**config.mk**
```make
export PLATFORM = sky130hd
export DESIGN_NAME = sync_fifo
export DESIGN_NICKNAME = d
export VERILOG_FILES = /design/src/rtl/sync_fifo.sv
export SDC_FILE = /design/constraint.sdc
export NUM_CORES = 2
export LEC_CHECK = 0
export ABC_CLOCK_PERIOD_IN_PS = 8400
export BUFFER_PORTS_ARGS = -buffer_cell sky130_fd_sc_hd__buf_2
export CAP_MARGIN = 5
export CORE_MARGIN = 5
export CORE_UTILIZATION = 35
export CTS_CLUSTER_SIZE = 30
export DETAILED_ROUTE_END_ITERATION = 10
export PLACE_DENSITY_LB_ADDON = 0.2
export SYNTH_ARGS = -nofsm -noshare
export SYNTH_HDL_FRONTEND = slang
export SYNTH_SLANG_ARGS = --single-unit
```
**constraint.sdc**
```tcl
create_clock -name clk -period 8.4 [get_ports clk]
set_input_delay 0.84 -clock clk [delete_from_list [all_inputs] [get_ports clk]]
set_output_delay 0.84 -clock clk [all_outputs]
set_load 0.05 [all_outputs]
```
**src/rtl/sync_fifo.sv**
```systemverilog
// -----------------------------------------------------------------------------
// sync_fifo
//   Single-clock FIFO for the responder side of the FIFO bus. Read data is
//   registered (one edge of latency). Status flags are decoded from the
//   registered occupancy count. The overflow and underflow bits are sticky
//   error bits that record rejected requests until the next reset.
//
// Ports
//   clk          in   1                clock, all logic on posedge
//   rstn         in   1                synchronous reset, active-low
//   i_wren       in   1                write request
//   i_wrdata     in   DATA_W           write data, sampled with i_wren
//   i_rden       in   1                read request
//   o_rddata     out  DATA_W           registered read data
//   o_full       out  1                count == DEPTH
//   o_empty      out  1                count == 0
//   o_alm_full   out  1                count >= DEPTH-ALM_FULL_M
//   o_alm_empty  out  1                count <= ALM_EMPTY_M
//   o_count      out  $clog2(DEPTH)+1  current occupancy
//   o_overflow   out  1                sticky: write attempted while full
//   o_underflow  out  1                sticky: read attempted while empty
// -----------------------------------------------------------------------------
module sync_fifo #(
   parameter int DATA_W      = 128,
   parameter int DEPTH       = 16,
   parameter int ALM_FULL_M  = 2,
   parameter int ALM_EMPTY_M = 2
) (
   input  logic                       clk,
   input  logic                       rstn,
   input  logic                       i_wren,
   input  logic [DATA_W-1:0]          i_wrdata,
   input  logic                       i_rden,
   output logic [DATA_W-1:0]          o_rddata,
   output logic                       o_full,
   output logic                       o_empty,
   output logic                       o_alm_full,
   output logic                       o_alm_empty,
   output logic [$clog2(DEPTH):0]     o_count,
   output logic                       o_overflow,
   output logic                       o_underflow
);

   localparam int AW = $clog2(DEPTH);
   localparam int CW = AW + 1;

   // Storage; deliberately not reset so it can map onto plain RAM.
   logic [DATA_W-1:0] mem [DEPTH];

   logic [AW-1:0]     wr_ptr_q,    wr_ptr_d;
   logic [AW-1:0]     rd_ptr_q,    rd_ptr_d;
   logic [CW-1:0]     count_q,     count_d;
   logic [DATA_W-1:0] rddata_q,    rddata_d;
   logic              overflow_q,  overflow_d;
   logic              underflow_q, underflow_d;

   logic              full_s;
   logic              empty_s;
   logic              wr_acc_s;
   logic              rd_acc_s;

   // Status flags decoded directly from the registered count.
   always_comb begin
      full_s  = (count_q == CW'(DEPTH));
      empty_s = (count_q == {CW{1'b0}});
   end

   // Next-state logic for pointers, count, read data and error bits.
   always_comb begin
      // Full gates writes and empty gates reads, so a read and a write can
      // never address the same entry in one cycle and there is no fall-through.
      wr_acc_s    = i_wren & ~full_s;
      rd_acc_s    = i_rden & ~empty_s;

      wr_ptr_d    = wr_ptr_q;
      rd_ptr_d    = rd_ptr_q;
      count_d     = count_q;
      rddata_d    = rddata_q;
      overflow_d  = overflow_q  | (i_wren & full_s);
      underflow_d = underflow_q | (i_rden & empty_s);

      // DEPTH is a power of two, so pointer wrap is the natural AW-bit rollover.
      if (wr_acc_s) begin
         wr_ptr_d = wr_ptr_q + AW'(1);
      end else begin
         wr_ptr_d = wr_ptr_q;
      end

      if (rd_acc_s) begin
         rd_ptr_d = rd_ptr_q + AW'(1);
         rddata_d = mem[rd_ptr_q];
      end else begin
         rd_ptr_d = rd_ptr_q;
         rddata_d = rddata_q;
      end

      case ({wr_acc_s, rd_acc_s})
         2'b10:   count_d = count_q + CW'(1);
         2'b01:   count_d = count_q - CW'(1);
         default: count_d = count_q;
      endcase
   end

   // State registers with synchronous active-low reset.
   always_ff @(posedge clk) begin
      if (!rstn) begin
         wr_ptr_q    <= {AW{1'b0}};
         rd_ptr_q    <= {AW{1'b0}};
         count_q     <= {CW{1'b0}};
         rddata_q    <= {DATA_W{1'b0}};
         overflow_q  <= 1'b0;
         underflow_q <= 1'b0;
      end else begin
         wr_ptr_q    <= wr_ptr_d;
         rd_ptr_q    <= rd_ptr_d;
         count_q     <= count_d;
         rddata_q    <= rddata_d;
         overflow_q  <= overflow_d;
         underflow_q <= underflow_d;
      end
   end

   // Memory write port; requests presented during reset are ignored.
   always_ff @(posedge clk) begin
      if (rstn && wr_acc_s) begin
         mem[wr_ptr_q] <= i_wrdata;
      end
   end

   assign o_rddata    = rddata_q;
   assign o_full      = full_s;
   assign o_empty     = empty_s;
   assign o_alm_full  = (count_q >= CW'(DEPTH - ALM_FULL_M));
   assign o_alm_empty = (count_q <= CW'(ALM_EMPTY_M));
   assign o_count     = count_q;
   assign o_overflow  = overflow_q;
   assign o_underflow = underflow_q;

endmodule
```
[Word level (Yosys, flattened, before mapping)]
Memory sizes are Yosys's and may differ from the RTL's. A register that Yosys moved wholly into a read port is not among the register bits.
Cells that the tools add are included.
Storage, ports and cells
  register bits: 15
  RAM bits: 2048
  input bits: 132
  output and inout bits: 139
  word-level logic and storage cells: 30
  memories: 1
Memory list
  mem: words 16, bits a word 128, read ports 1, clocked after Yosys merged registers in 1, write ports 1, line 48  | logic [DATA_W-1:0] mem [DEPTH];
Operators by class
  $add $sub $neg: 4
  $lt $le $gt $ge: 2
  eq/ne operators: 3
  multiplexer cells: 3
  bitwise logic cells: 8
  reductions and logical operators: 4
Operators by type and width (number)
  $pmux 5 s2: 1
  $add 4x1->4 const B: 2
  $add 5x1->5 const B: 1
  $eq 5x5->1 const B: 1
  $ge 5x4->1 const B: 1
  $le 5x2->1 const B: 1
  $logic_not 5->1: 1
  $sub 5x1->5 const B: 1
  $and 1x1->1: 4
  $eq 2x1->1 const B: 1
  $eq 2x2->1 const B: 1
  $mux 1: 2
  $not 1->1: 2
  $or 1x1->1: 2
  $reduce_bool 2->1: 1
  $logic_and 1x1->1: 1
  $logic_not 1->1: 1

[Depth between registers and ports, before layout]
  depth in word-level cells: 6
  depth in mapped cells: 11
  mapped depth without buffers: 11

[Worst setup path before layout]
Ideal clock, no wire load.
  path kind: input -> register
  from: input port rstn
  to: memory mem[0][0] (enable)
  library setup time: 617 ps
  data arrival time: 6891 ps
  data required time: 7783 ps
  path slack: 892 ps
  cell stages on the path: 3
  path buffers: 1
  cell sequence: clkbuf_1 or3b_2 nor2_1
On the way
  longest elaborated chain between the ends: 3
RTL lines
  start: declaration: line 30  | input logic rstn,
  $logic_and 1x1->1: line 125  | if (rstn && wr_acc_s) begin
  $mux 1: line 125
  $mux 1 (not written as such): line 126  | mem[wr_ptr_q] <= i_wrdata;
  end: declaration: line 48
No other way between the ends.

[Worst setup path in the final report]
  from: register count_q[0] (netlist: o_count[0])
  to: memory mem[1][112] (enable)
On the way
  longest elaborated chain between the ends: 6
RTL lines
  start: declaration: line 52  | logic [CW-1:0] count_q, count_d;
  start signal: assignment: line 109  | count_q <= {CW{1'b0}};
  start signal: assignment: line 116  | count_q <= count_d;
  $eq 5x5->1: line 64  | full_s = (count_q == CW'(DEPTH));
  $not 1->1: line 72  | wr_acc_s = i_wren & ~full_s;
  $and 1x1->1: line 72
  $logic_and 1x1->1: line 125
  $mux 1: line 125
  $mux 1 (not written as such): line 126
No other way between the ends.

==> key figures <==
Run status
  – Outcome: finished, final reports clean

STA
  – Slew Limit Fails: 0
  – Tcrit/Tclk final: 46.4%
  – Skew final: 0.0721 ns
  – Worst-margin pin slew: 1.19 ns
  – RSZ-0062 raised after global routing: false
  – Setup TNS Final: 0 ns
  – Max transition margin: 21.0%
  – F_max: 257 MHz
  – Final worst slack: 4.50 ns
  – Final setup violation count: 0
  – Hold Violations, Final: 0
  – Tmin final: 3.90 ns

Power and ir drop
  – Tot Pwr: 26400 uW
  – IR drop worst, VDD: 0.195 mV
  – Power per cell area: 279 nW/um^2
  – Leakage power: 0.0289 uW

Synth
  – Post-Synth Adder-Cell Area: 0.162%
  – Synth Area in XOR/XNOR: 0.0962%
  – Avg Cell Area, Syn: 23.3 sq um
  – Post-Synthesis Cells: 3522
  – Multiplexer share of the synthesized area: 17.2%
  – Syn Nets: 3664
  – Simple-gate share of the synthesized area: 1.05%
  – Synth unique cells: 37
  – Syn Std Cell Area: 81900 sq um
  – Combinational family with the most area after synthesis: multiplexers
  – Synth Register Bits: 2191
  – Register area share after synthesis: 78.5%
  – YS warnings: 0
  – Compound-gate portion of the synthesized area: 1.81%

Clock network
  – Cts hold-fix bufs: 0
  – Clock root buffer: clkbuf_16
  – Setup bufs post-CTS: 0
  – Clock transition at path regs: 0.06 ns
  – TritonCTS clock tree: done
  – Post-CTS Resized: 0
  – Clk sinks: 2191
  – TritonCTS buffer count: 228
  – Max Root-Sink Buffers: 3
  – Clk_lat worst skew: 0.85 ns
  – H-Tree Depth: 4

Global route
  – First-pass GRT wire length: 289000 um
  – Total track usage: 16.2%
  – Initial antenna violation count: 60
  – Pin count of the biggest net entering global routing: 114
  – GRT overflow: 0
  – Vias in the first global route: 39800

Worst setup path
  – Worst-path maximum fanout: 41
  – CP startpoint kind: flip-flop
  – Setup crit end kind: flip-flop
  – WS Path Type: reg -> reg
  – Data arrival time of the critical path: 4.36 ns
  – Worst EP required: 8.86 ns

Floorplan
  – Core Box Area: 233000 sq um
  – Total I/O pin count: 271
  – Full die area: 244000 sq um
  – Die H: 494 um
  – Starting density of the core: 35.2%
  – Die width: 494 um
  – Row count: 177

Detailed routing
  – Routed length per instance: 27.4 um
  – Drt drc: 0
  – Via total after detailed routing: 37200
  – Post-route ant nets: 0
  – Pre-antenna DRT Iters: 5
  – Vias per inst: 5.13
  – 1st-iter DRT viols: 2674
  – DRT Wirelength: 199000 um

Worst hold path
  – Hold crit path type: in -> reg

Place
  – Gpl congestion: 0.685
  – Dpl hpwl: 97600 um
  – I/O Buffers: 270
  – Dpl ws: 4.03 ns

Cells and area
  – # nets final: 4036
  – Filler cell count: 20500
  – Share of cells above drive strength 1: 30.5%
  – Area delta synth->final: 15.5%

Job
  – Max cap viols: 0
## registers in the layout, indices dropped and copies added, names as in the netlist
| name | cells |
|---|---|
| mem | 2048 |
| rd_ptr_q | 4 |
| wr_ptr_q | 4 |
| o_underflow | 1 |
| o_rddata | 128 |
| o_overflow | 1 |
| o_count | 5 |
## report_power, final
part           switching, uW  total [uW]  internal (uW)
clock                   4160        9870           5710
sequential               348       12700          12300
combinational           2540        3880           1340
## worst max-delay path: stages, from the launching register on
cell and delay, ns:
dfxtp_1 0.48, nor4_4 0.11, a21boi_2 0.45, nand2_1 0.36
nor2_4 0.48, buf_4 0.77, buf_4 0.76
## metal layers
layer | vias to the layer above | routed length [um] | GRT usage, %
li1 | 15700 | - | -
met1 | 20300 | 86500 | 21.7
met2 | 783 | 98400 | 27.3
met3 | 324 | 9480 | 3.34
met4 | 24 | 4280 | 3.93
met5 | - | 172 | 0
## final cells by class
class | instances | area [sq um] | area share, %
sequential | 2191 | 64400 | 68.0
multi-input combinational | 1132 | 16800 | 17.7
clock buffer | 348 | 6580 | 6.95
tap | 3132 | 3920 | 4.14
timing repair buffer | 333 | 2110 | 2.23
clock inverter | 86 | 843 | 0.891
antenna | 13 | 32.5 | 0.0344
inverter | 8 | 30.0 | 0.0317
## layout by cell type, fill, tap and decap left out, types with 6 or more instances in the layout
| master | netlist | final |
|---|---|---|
| dfxtp_1 | 143 | 140 |
| clkbuf_8 | 0 | 32 |
| clkbuf_16 | 0 | 233 |
| mux2i_1 | 254 | 254 |
| buf_4 | 6 | 40 |
| o221ai_1 | 86 | 86 |
| buf_12 | 0 | 23 |
| bufinv_16 | 0 | 10 |
| nor2_4 | 0 | 16 |
| o22ai_1 | 6 | 6 |
| ha_1 | 9 | 9 |
| nand2_1 | 140 | 140 |
| clkinv_2 | 0 | 34 |
| clkinvlp_4 | 0 | 7 |
| o21ai_0 | 6 | 6 |
| mux2_2 | 8 | 8 |
| and2_1 | 10 | 10 |
| edfxtp_1 | 2048 | 2048 |
| clkbuf_1 | 46 | 83 |
| nor2b_1 | 8 | 7 |
| o221ai_2 | 40 | 40 |
| buf_2 | 86 | 270 |
| mux4_2 | 508 | 508 |
| inv_1 | 8 | 8 |
| clkinv_1 | 0 | 21 |
| diode_2 | 0 | 13 |
## stage by stage
stage / hold WS [ns] / cell area (sq um) / utilization [%] / std cells
floorplan: 0.582 / 81900 / - / 3522
global placement: 0.446 / 87200 / 37.5 / 6796
detailed placement: 0.448 / 87200 / 37.5 / 6796
CTS: 0.160 / 94600 / 40.7 / 7230
global route: 0.241 / 94600 / 40.7 / 7235
finish: 0.256 / 94700 / 40.7 / 7243
## logic make-up after synthesis
family                     Yosys count
DFF                               2191
xor gates and xnor gates             9
buffers and inverters              199
AOI/OAI and AO/OA                  147
adders and majority gates           10
and+or+nand+nor                    196
muxes                              770
## synth_stat cells, drive strengths merged
cell type	number	area share [%]
a21boi	2	0.027
nand2	141	0.65
o21ai	6	0.037
dfxtp	143	3.5
a2111oi	1	0.011
fa	1	0.024
xnor2	4	0.043
nand4	2	0.015
and2	10	0.076
nor2	17	0.078
clkbuf	48	0.23
a21o	1	0.0092
a21oi	5	0.031
nand3b	4	0.037
or2	1	0.0076
buf	143	0.91
nor4	1	0.026
edfxtp	2048	75
or3b	4	0.043
inv	8	0.037
mux4	508	14
nor2b	8	0.061
o221ai	126	1.7
mux2	8	0.11
mux2i	254	3.1
nor3	4	0.024
nand3	4	0.031
ha	9	0.14
o22ai	6	0.046
xor2	5	0.053
## worst paths after layout
| check | start | end | slack (ns) | depth (start not counted) |
|---|---|---|---|---|
| max | o_count[0]$_SDFFE_PN0P_ | mem[1][112]$_DFFE_PP_ | 4.50 | 6 |
| min | i_rden | o_underflow$_SDFF_PN0_ | 0.26 | 3 |
| max reg2reg | o_count[0]$_SDFFE_PN0P_ | mem[1][112]$_DFFE_PP_ | 4.50 | 6 |
| min reg2reg | o_rddata[31]$_SDFFE_PN0P_ | o_rddata[31]$_SDFFE_PN0P_ | 0.46 | 2 |
Note: power is estimated with default switching activity, not from simulation.
